## src/rtl/vga_pkg.sv

```systemverilog
// Shared VGA timing constants and helpers: default 640x480@60 geometry,
// sync polarity encodings and the line/frame total derivation.
package vga_pkg;

    localparam int DEF_H_SYNC = 96;
    localparam int DEF_H_BP   = 48;
    localparam int DEF_H_ACT  = 640;
    localparam int DEF_H_FP   = 16;

    localparam int DEF_V_SYNC = 2;
    localparam int DEF_V_BP   = 33;
    localparam int DEF_V_ACT  = 480;
    localparam int DEF_V_FP   = 10;

    localparam bit POL_LOW  = 1'b0;
    localparam bit POL_HIGH = 1'b1;

    localparam bit DEF_HS_POL = POL_LOW;
    localparam bit DEF_VS_POL = POL_LOW;

    // Segment order inside a line/frame is sync, back porch, active, front porch.
    function automatic int h_total(input int sync, input int bp, input int act, input int fp);
        return sync + bp + act + fp;
    endfunction

    function automatic int v_total(input int sync, input int bp, input int act, input int fp);
        return sync + bp + act + fp;
    endfunction

endpackage

```

## src/rtl/vga_sync_delay.sv

```systemverilog
// Pixel-enable-qualified shift register that retimes sync/active signals to
// match the renderer pipeline depth; each stage resets to a supplied idle value.
module vga_sync_delay #(
    parameter int W   = 3,
    parameter int DLY = 2
) (
    input  logic         clk,
    input  logic         rst,
    input  logic         ce,
    input  logic [W-1:0] i_d,
    input  logic [W-1:0] i_rst_val,
    output logic [W-1:0] o_q
);

    logic [W-1:0] r_pipe [DLY];

    always_ff @(posedge clk) begin
        if (!rst) begin
            for (int i = 0; i < DLY; i++) begin
                r_pipe[i] <= i_rst_val;
            end
        end else if (ce) begin
            r_pipe[0] <= i_d;
            for (int i = 1; i < DLY; i++) begin
                r_pipe[i] <= r_pipe[i-1];
            end
        end
    end

    assign o_q = r_pipe[DLY-1];

endmodule

```

## src/rtl/vga_timing_gen.sv

```systemverilog
// VGA raster timing generator with registered, next-count-decoded outputs.
// Optional sync/active retiming stages are enabled by VGA_TIMING_DELAY_EN.
module vga_timing_gen
    import vga_pkg::*;
#(
    parameter int H_SYNC   = DEF_H_SYNC,
    parameter int H_BP     = DEF_H_BP,
    parameter int H_ACT    = DEF_H_ACT,
    parameter int H_FP     = DEF_H_FP,
    parameter int V_SYNC   = DEF_V_SYNC,
    parameter int V_BP     = DEF_V_BP,
    parameter int V_ACT    = DEF_V_ACT,
    parameter int V_FP     = DEF_V_FP,
    parameter bit HS_POL   = DEF_HS_POL,
    parameter bit VS_POL   = DEF_VS_POL,
    parameter int CW       = 12,
    parameter int PIPE_DLY = 2
) (
    input  logic          clk,
    input  logic          rst,
    input  logic          ce,
    output logic [CW-1:0] h_cnt,
    output logic [CW-1:0] v_cnt,
    output logic [CW-1:0] x,
    output logic [CW-1:0] y,
    output logic          hsync,
    output logic          vsync,
    output logic          active,
    output logic          line_start,
    output logic          frame_start,
    output logic          vblank
);

    localparam int H_TOT = h_total(H_SYNC, H_BP, H_ACT, H_FP);
    localparam int V_TOT = v_total(V_SYNC, V_BP, V_ACT, V_FP);

    localparam logic [CW-1:0] H_LAST     = CW'(H_TOT - 1);
    localparam logic [CW-1:0] H_SYNC_END = CW'(H_SYNC);
    localparam logic [CW-1:0] H_ACT_BEG  = CW'(H_SYNC + H_BP);
    localparam logic [CW-1:0] H_ACT_END  = CW'(H_SYNC + H_BP + H_ACT - 1);

    localparam logic [CW-1:0] V_LAST     = CW'(V_TOT - 1);
    localparam logic [CW-1:0] V_SYNC_END = CW'(V_SYNC);
    localparam logic [CW-1:0] V_ACT_BEG  = CW'(V_SYNC + V_BP);
    localparam logic [CW-1:0] V_ACT_END  = CW'(V_SYNC + V_BP + V_ACT - 1);

    logic [CW-1:0] r_h_cnt;
    logic [CW-1:0] r_v_cnt;
    logic [CW-1:0] r_x;
    logic [CW-1:0] r_y;
    logic          r_hsync;
    logic          r_vsync;
    logic          r_active;
    logic          r_line_start;
    logic          r_frame_start;
    logic          r_vblank;

    logic          w_h_wrap;
    logic          w_v_wrap;
    logic          w_h_act;
    logic          w_v_act;
    logic [CW-1:0] w_h_nxt;
    logic [CW-1:0] w_v_nxt;

    // Decode from the counts the registers are about to take so that every
    // registered output lines up with h_cnt/v_cnt in the same cycle.
    always_comb begin
        w_h_wrap = (r_h_cnt == H_LAST);
        w_v_wrap = (r_v_cnt == V_LAST);
        w_h_nxt  = w_h_wrap ? '0 : r_h_cnt + CW'(1);
        w_v_nxt  = r_v_cnt;
        if (w_h_wrap) begin
            w_v_nxt = w_v_wrap ? '0 : r_v_cnt + CW'(1);
        end
        w_h_act = (w_h_nxt >= H_ACT_BEG) && (w_h_nxt <= H_ACT_END);
        w_v_act = (w_v_nxt >= V_ACT_BEG) && (w_v_nxt <= V_ACT_END);
    end

    always_ff @(posedge clk) begin
        if (!rst) begin
            r_h_cnt       <= '0;
            r_v_cnt       <= '0;
            r_x           <= '0;
            r_y           <= '0;
            r_hsync       <= HS_POL;
            r_vsync       <= VS_POL;
            r_active      <= 1'b0;
            r_line_start  <= 1'b0;
            r_frame_start <= 1'b0;
            r_vblank      <= 1'b1;
        end else if (ce) begin
            r_h_cnt       <= w_h_nxt;
            r_v_cnt       <= w_v_nxt;
            r_x           <= (w_h_act && w_v_act) ? (w_h_nxt - H_ACT_BEG) : '0;
            r_y           <= (w_h_act && w_v_act) ? (w_v_nxt - V_ACT_BEG) : '0;
            r_hsync       <= (w_h_nxt < H_SYNC_END) ? HS_POL : ~HS_POL;
            r_vsync       <= (w_v_nxt < V_SYNC_END) ? VS_POL : ~VS_POL;
            r_active      <= w_h_act && w_v_act;
            r_line_start  <= w_h_wrap;
            r_frame_start <= w_h_wrap && w_v_wrap;
            r_vblank      <= ~w_v_act;
        end else begin
            r_line_start  <= 1'b0;
            r_frame_start <= 1'b0;
        end
    end

    assign h_cnt       = r_h_cnt;
    assign v_cnt       = r_v_cnt;
    assign x           = r_x;
    assign y           = r_y;
    assign line_start  = r_line_start;
    assign frame_start = r_frame_start;
    assign vblank      = r_vblank;

`ifdef VGA_TIMING_DELAY_EN
    logic [2:0] w_sync_dly;

    vga_sync_delay #(
        .W   (3),
        .DLY (PIPE_DLY)
    ) u_sync_delay (
        .clk       (clk),
        .rst       (rst),
        .ce        (ce),
        .i_d       ({r_hsync, r_vsync, r_active}),
        .i_rst_val ({HS_POL, VS_POL, 1'b0}),
        .o_q       (w_sync_dly)
    );

    assign {hsync, vsync, active} = w_sync_dly;
`else
    // Without retiming the stage count has no effect.
    logic [31:0] w_unused_pipe_dly;
    assign w_unused_pipe_dly = 32'(PIPE_DLY);

    assign hsync  = r_hsync;
    assign vsync  = r_vsync;
    assign active = r_active;
`endif

endmodule

```

## config.mk

```make
export PLATFORM = sky130hd
export DESIGN_NAME = vga_timing_gen
export DESIGN_NICKNAME = d
export VERILOG_FILES = /design/src/rtl/vga_pkg.sv /design/src/rtl/vga_sync_delay.sv /design/src/rtl/vga_timing_gen.sv
export SDC_FILE = /design/constraint.sdc
export NUM_CORES = 1
export LEC_CHECK = 0
export ABC_AREA = 1
export BUFFER_PORTS_ARGS = -buffer_cell sky130_fd_sc_hd__buf_2
export CAP_MARGIN = 10
export CORE_ASPECT_RATIO = 1.4
export CORE_MARGIN = 3
export CORE_UTILIZATION = 25
export CTS_CLUSTER_DIAMETER = 40
export DETAILED_ROUTE_END_ITERATION = 12
export GPL_TIMING_DRIVEN = 0
export PLACE_DENSITY = 0.45
export SLEW_MARGIN = 20
export SYNTH_ARGS = -nofsm -noshare
export SYNTH_HDL_FRONTEND = slang
export SYNTH_SLANG_ARGS = --single-unit
```

## constraint.sdc

```tcl
create_clock -name clk -period 4.15 [get_ports clk]
set_input_delay 0.415 -clock clk [delete_from_list [all_inputs] [get_ports clk]]
set_output_delay 0.415 -clock clk [all_outputs]
set_load 0.05 [all_outputs]
```

## Yosys cells after proc, flatten, opt, wreduce, memory -nomap -nowiden

Cells that the tools add are included.

| word-level totals | value |
|---|---|
| flip-flop bits (word level) | 54 |
| word-level logic and storage cells | 35 |
| input port bits | 3 |

| cells by class | value |
|---|---|
| equality and inequality tests | 2 |
| muxes and demuxes | 7 |
| bitwise gates (word level) | 1 |
| reductions and logical operators | 5 |
| order comparisons | 6 |
| add/subtract/negate cells | 4 |

Operator list:

| kind | number |
|---|---|
| 12-bit 2-to-1 mux | 5 |
| 12-bit by 1-bit adder with 12-bit output (second input constant) | 2 |
| 12-bit by 10-bit equality test with 1-bit output (second input constant) | 2 |
| 12-bit by 10-bit <= comparator with 1-bit output (second input constant) | 2 |
| 12-bit by 6-bit >= comparator with 1-bit output (second input constant) | 1 |
| 12-bit by 8-bit >= comparator with 1-bit output (second input constant) | 1 |
| 12-bit by 2-bit less-than comparator with 1-bit output (second input constant) | 1 |
| 12-bit by 7-bit less-than comparator with 1-bit output (second input constant) | 1 |
| 12-bit by 6-bit subtractor with 12-bit output (second input constant) | 1 |
| 12-bit by 8-bit subtractor with 12-bit output (second input constant) | 1 |
| 1-bit logical AND | 4 |
| 1-bit 2-to-1 mux | 2 |
| 2-bit AND reduction | 1 |
| 1-bit NOT | 1 |

## Longest topological paths before layout

| logic depth | value |
|---|---|
| depth in word-level cells | 7 |
| mapped depth | 20 |
| depth with buffers taken out | 19 |

## Least setup slack after synthesis

Ideal clock, no wire load.

| path | value |
|---|---|
| path kind | flip-flop to flip-flop |
| from | register r_h_cnt[0], in the netlist h_cnt[0] |
| to | register r_x[6], in the netlist x[6] |
| data required time | 4.079 ns |
| period minus slack after synthesis | 2.874 ns |
| stages on the path, launching flop included | 18 |
| arrival time | 2.804 ns |
| setup slack | 1.276 ns |
| buffers on the path | 1 |
| path through | dfxtp_1 > ha_1 > nand2_2 > nor2_4 > nand2_2 > nor2_4 > nand3_1 > nand2_1 > ha_1 > nor2_2 > nand3_1 > nand2_1 > nand2_1 > nand3_2 > nor2_4 > buf_6 > nand3_1 > a21oi_1 |

| on the way | value |
|---|---|
| word-level cells in the longest chain between the ends | 6 |

Ends and longest elaborated chain:

| what | RTL line | source |
|---|---|---|
| from (decl) | vga_timing_gen.sv:47 | `logic [CW-1:0] r_h_cnt;` |
| from (signal assigned) | vga_timing_gen.sv:92 | `r_h_cnt <= w_h_nxt;` |
| 12-bit by 10-bit equality test with 1-bit output * | vga_timing_gen.sv:68 | `w_h_wrap = (r_h_cnt == H_LAST);` |
| 12-bit 2-to-1 mux * | vga_timing_gen.sv:72 | `if (w_h_wrap) begin` |
| net w_v_nxt[1] | vga_timing_gen.sv:63 | `logic [CW-1:0] w_v_nxt;` |
| 12-bit by 6-bit >= comparator with 1-bit output or 12-bit by 10-bit <= comparator with 1-bit output (tied branches) | vga_timing_gen.sv:76 | `w_v_act = (w_v_nxt >= V_ACT_BEG) && (w_v_nxt <= V_ACT_END);` |
| 1-bit logical AND * | vga_timing_gen.sv:76 |  |
| 1-bit logical AND * | vga_timing_gen.sv:94 | `r_x <= (w_h_act && w_v_act) ? (w_h_nxt - H_ACT_BEG) : '0;` |
| 12-bit 2-to-1 mux * | vga_timing_gen.sv:94 |  |
| to (signal assigned) | vga_timing_gen.sv:94 |  |
| to (decl) | vga_timing_gen.sv:49 | `logic [CW-1:0] r_x;` |

The timed path passes the listed nets; every way through them passes the cells marked *.
A chain may end at the register's enable or synchronous reset.

## Worst setup path in the final report

| path | value |
|---|---|
| from | register r_h_cnt[0], in the netlist h_cnt[0] |
| to | register r_x[0], in the netlist x[0] |

Same word-level chain as after synthesis.

==> impl_metrics.ini <==
[run_status]
status = finished clean

[grt]
grt_use_total_pct = 15.8
grt_max_degree = 17
grt_antenna_before_repair = 0
overflow = 0
grt_first_pass_wirelength_um = 18900
grt_pass1_vias = 3624

[synthesis]
syn_inst = 531
synth-seq-cells = 54
synthDistinctLibCells = 33
avgSynthCellArea_um2 = 6.46
ys_seq_area_share_pct = 31.5
syn-num-nets = 543
syn-cell-area_um2 = 3430
yosysWarnings = 0

[clock_tree]
ctsResizeCount = 0
clk-insertion-delay-late_ps = 300
root_buffer = clkbuf_16
clock_path_buffers = 2
cts_sinks = 54
cts_tree = done
cts_setup_buffers = 0
cts_max_level = 2
clk_pin_slew_ps = 80
cts_buffers = 5
hold_buffers = 0

[route]
postRouteAntennaNets = 0
drcViolationCount = 0
drt-total-wl_um = 11600
wire_per_inst_um = 15.0
drt-pass1-iter-count = 4
vias = 3613
drt_iter0_drc = 153
routed_via_density = 4.66

[finish]
multi_input_area_um2 = 1990
layout_commonest_cell = nand2_1
area_growth_pct = 18.7
drive_above_1_share_pct = 17.0
stdcell_count = 775
antenna_cells = 0
final_cell_mix = nand2_1 (143), inv_1 (64), nand3_1 (56), buf_2 (56), dfxtp_1 (54)
layout.nets = 605
regArea_um2 = 1080
fillCellCount = 1580
design_area_um2 = 4070

[setup_path]
max_stage_delay_ps = 520
cpLargestDelayFamily = simple AND/OR/NAND/NOR gates
r2r-start = h_cnt[0]$_SDFFE_PN0P_
worst-path-stages = 17
timing.rr.end = x[0]$_SDFFE_PN0P_
path_max_fanout = 10
critical_path_class = flop to flop
crit_chain = ha_1, nand2_2, nor2_4, nand2_2, nor2_4, nand3_1, nand2_1, ha_1, nor2_2, nand3_1, nand2_1, nand2_1, nand3_2, nor2_4, buf_6, nand2_1, a21oi_1
required_ps = 4380
endpoint = x[0]$_SDFFE_PN0P_
end_kind = flop
r2r_slack_ps = 1050
crit_buf_inv = 1
cpMostUsedCell = nand2_1
worstSetupStartpointType = flop
slowest_stage = dfxtp_1
worstPathArrival_ps = 3330
rr_worst_depth = 17
cp-startpoint = h_cnt[0]$_SDFFE_PN0P_

[sta]
fmax_mhz = 323
rsz0062_at_grt = false
hold_viol = 0
fin_skew_ps = 6.17
layout_min_cycle_time_ps = 3100
timing.final.ws_setup_ps = 1050
setup_viol = 0
maxSlewViolCount = 0
max_slew_margin_pct = 60.1
finalCritPeriodShare_pct = 74.7
finalSetupTns_ps = 0
tightest_slew_ps = 598

[placed_design]
placed_cells = 768
preCtsSetupSlack_ps = 1010
place_congestion = 0.882
numPortBuffers = 55
dp_hpwl_um = 9150
dpl_cell_area_um2 = 3930

[floorplanning]
rows = 50
die_area_um2 = 15200
die_h_um = 145
initial_utilization_pct = 25.6
dieWidth_um = 105
core_um2 = 13400
ios = 57

[pwr]
ir_drop_v = 0.000164
p_per_area_nw_per_um2 = 317
report.power.total_uw = 1290
leakage_uw = 0.00194

[job]
cap_violations = 0

[hold_path]
hp-class = flop to flop
hold_depth = 2
-- cell families after synthesis --
kind of cell | after synthesis | synth area share (%)
DFF | 54 | 31.5
and+or+nand+nor | 285 | 38.3
AOI/OAI and AO/OA | 81 | 12.6
buffers and inverters | 87 | 10.5
xor gates and xnor gates | 15 | 3.83
adders and majority gates | 9 | 3.28
-- synth_stat cells, drive strengths merged --
cell / number / area share (%)
a21oi: 47 / 7.0
a31oi: 1 / 0.18
buf: 8 / 1.9
clkbuf: 11 / 1.2
clkinv: 1 / 0.11
dfxtp: 54 / 32
ha: 9 / 3.3
inv: 67 / 7.3
nand2: 150 / 17
nand3: 65 / 11
nand4: 10 / 1.8
nor2: 51 / 7.2
nor3: 7 / 1.2
nor4: 1 / 0.18
o211ai: 1 / 0.22
o21a: 2 / 0.44
o21ai: 29 / 4.6
o21bai: 1 / 0.22
or2: 1 / 0.18
xnor2: 3 / 0.77
xor2: 12 / 3.1
-- routing by layer --
layer / global-route usage, % / vias to the layer above / wire, um
li1: - / 1826 / -
met3: 2.10 / 29 / 418
met1: 16.9 / 1660 / 4630
met2: 29.9 / 98 / 6010
met4: 9.19 / 0 / 565
met5: 0 / - / 0
-- sequential cells by signal, summed over array words and instances, names as in the netlist --
name	count
active	1
frame_start	1
h_cnt	12
hsync	1
line_start	1
v_cnt	12
vblank	1
vsync	1
x	12
y	12
-- cell type report --
class                      instances  share of cell area (%)
sequential                        54                    26.5
multi-input combinational        390                    48.8
buffer                            19                    2.61
clock inverter                     2                   0.338
timing repair buffer              55                    6.76
tap                              182                    5.59
inverter                          68                    6.27
clock buffer                       5                    3.07
-- power breakdown --
group,switching (uW),internal [uW],leakage [uW]
logic,219,76.4,0.00143
clock network,208,223,0.0000701
registers,25.3,539,0.000440
total,453,838,0.00194
-- tightest hold or removal path, cell delays in order (launching register included) --
cell and delay, ps:
dfxtp_1 320, nand2_1 60, nor2_1 40
-- stage by stage --
stage | hold WS [ps] | util (%)
floorplan | 664 | -
global placement | 450 | 29.4
detailed placement | 454 | 29.4
CTS | 466 | 30.4
global route | 484 | 30.4
finish | 459 | 30.4
-- how the worst min path moves through the flow --
stage	start	endpoint	slack (ps)
final	y[10]$_SDFFE_PN0P_	y[10]$_SDFFE_PN0P_	460
after detailed placement	y[5]$_SDFFE_PN0P_	y[5]$_SDFFE_PN0P_	450
after global routing	y[10]$_SDFFE_PN0P_	y[10]$_SDFFE_PN0P_	480
after global placement	y[10]$_SDFFE_PN0P_	y[10]$_SDFFE_PN0P_	450
after floorplan	y[10]$_SDFFE_PN0P_	y[10]$_SDFFE_PN0P_	660
after CTS	y[10]$_SDFFE_PN0P_	y[10]$_SDFFE_PN0P_	470
(Power assumes the default switching activity.)
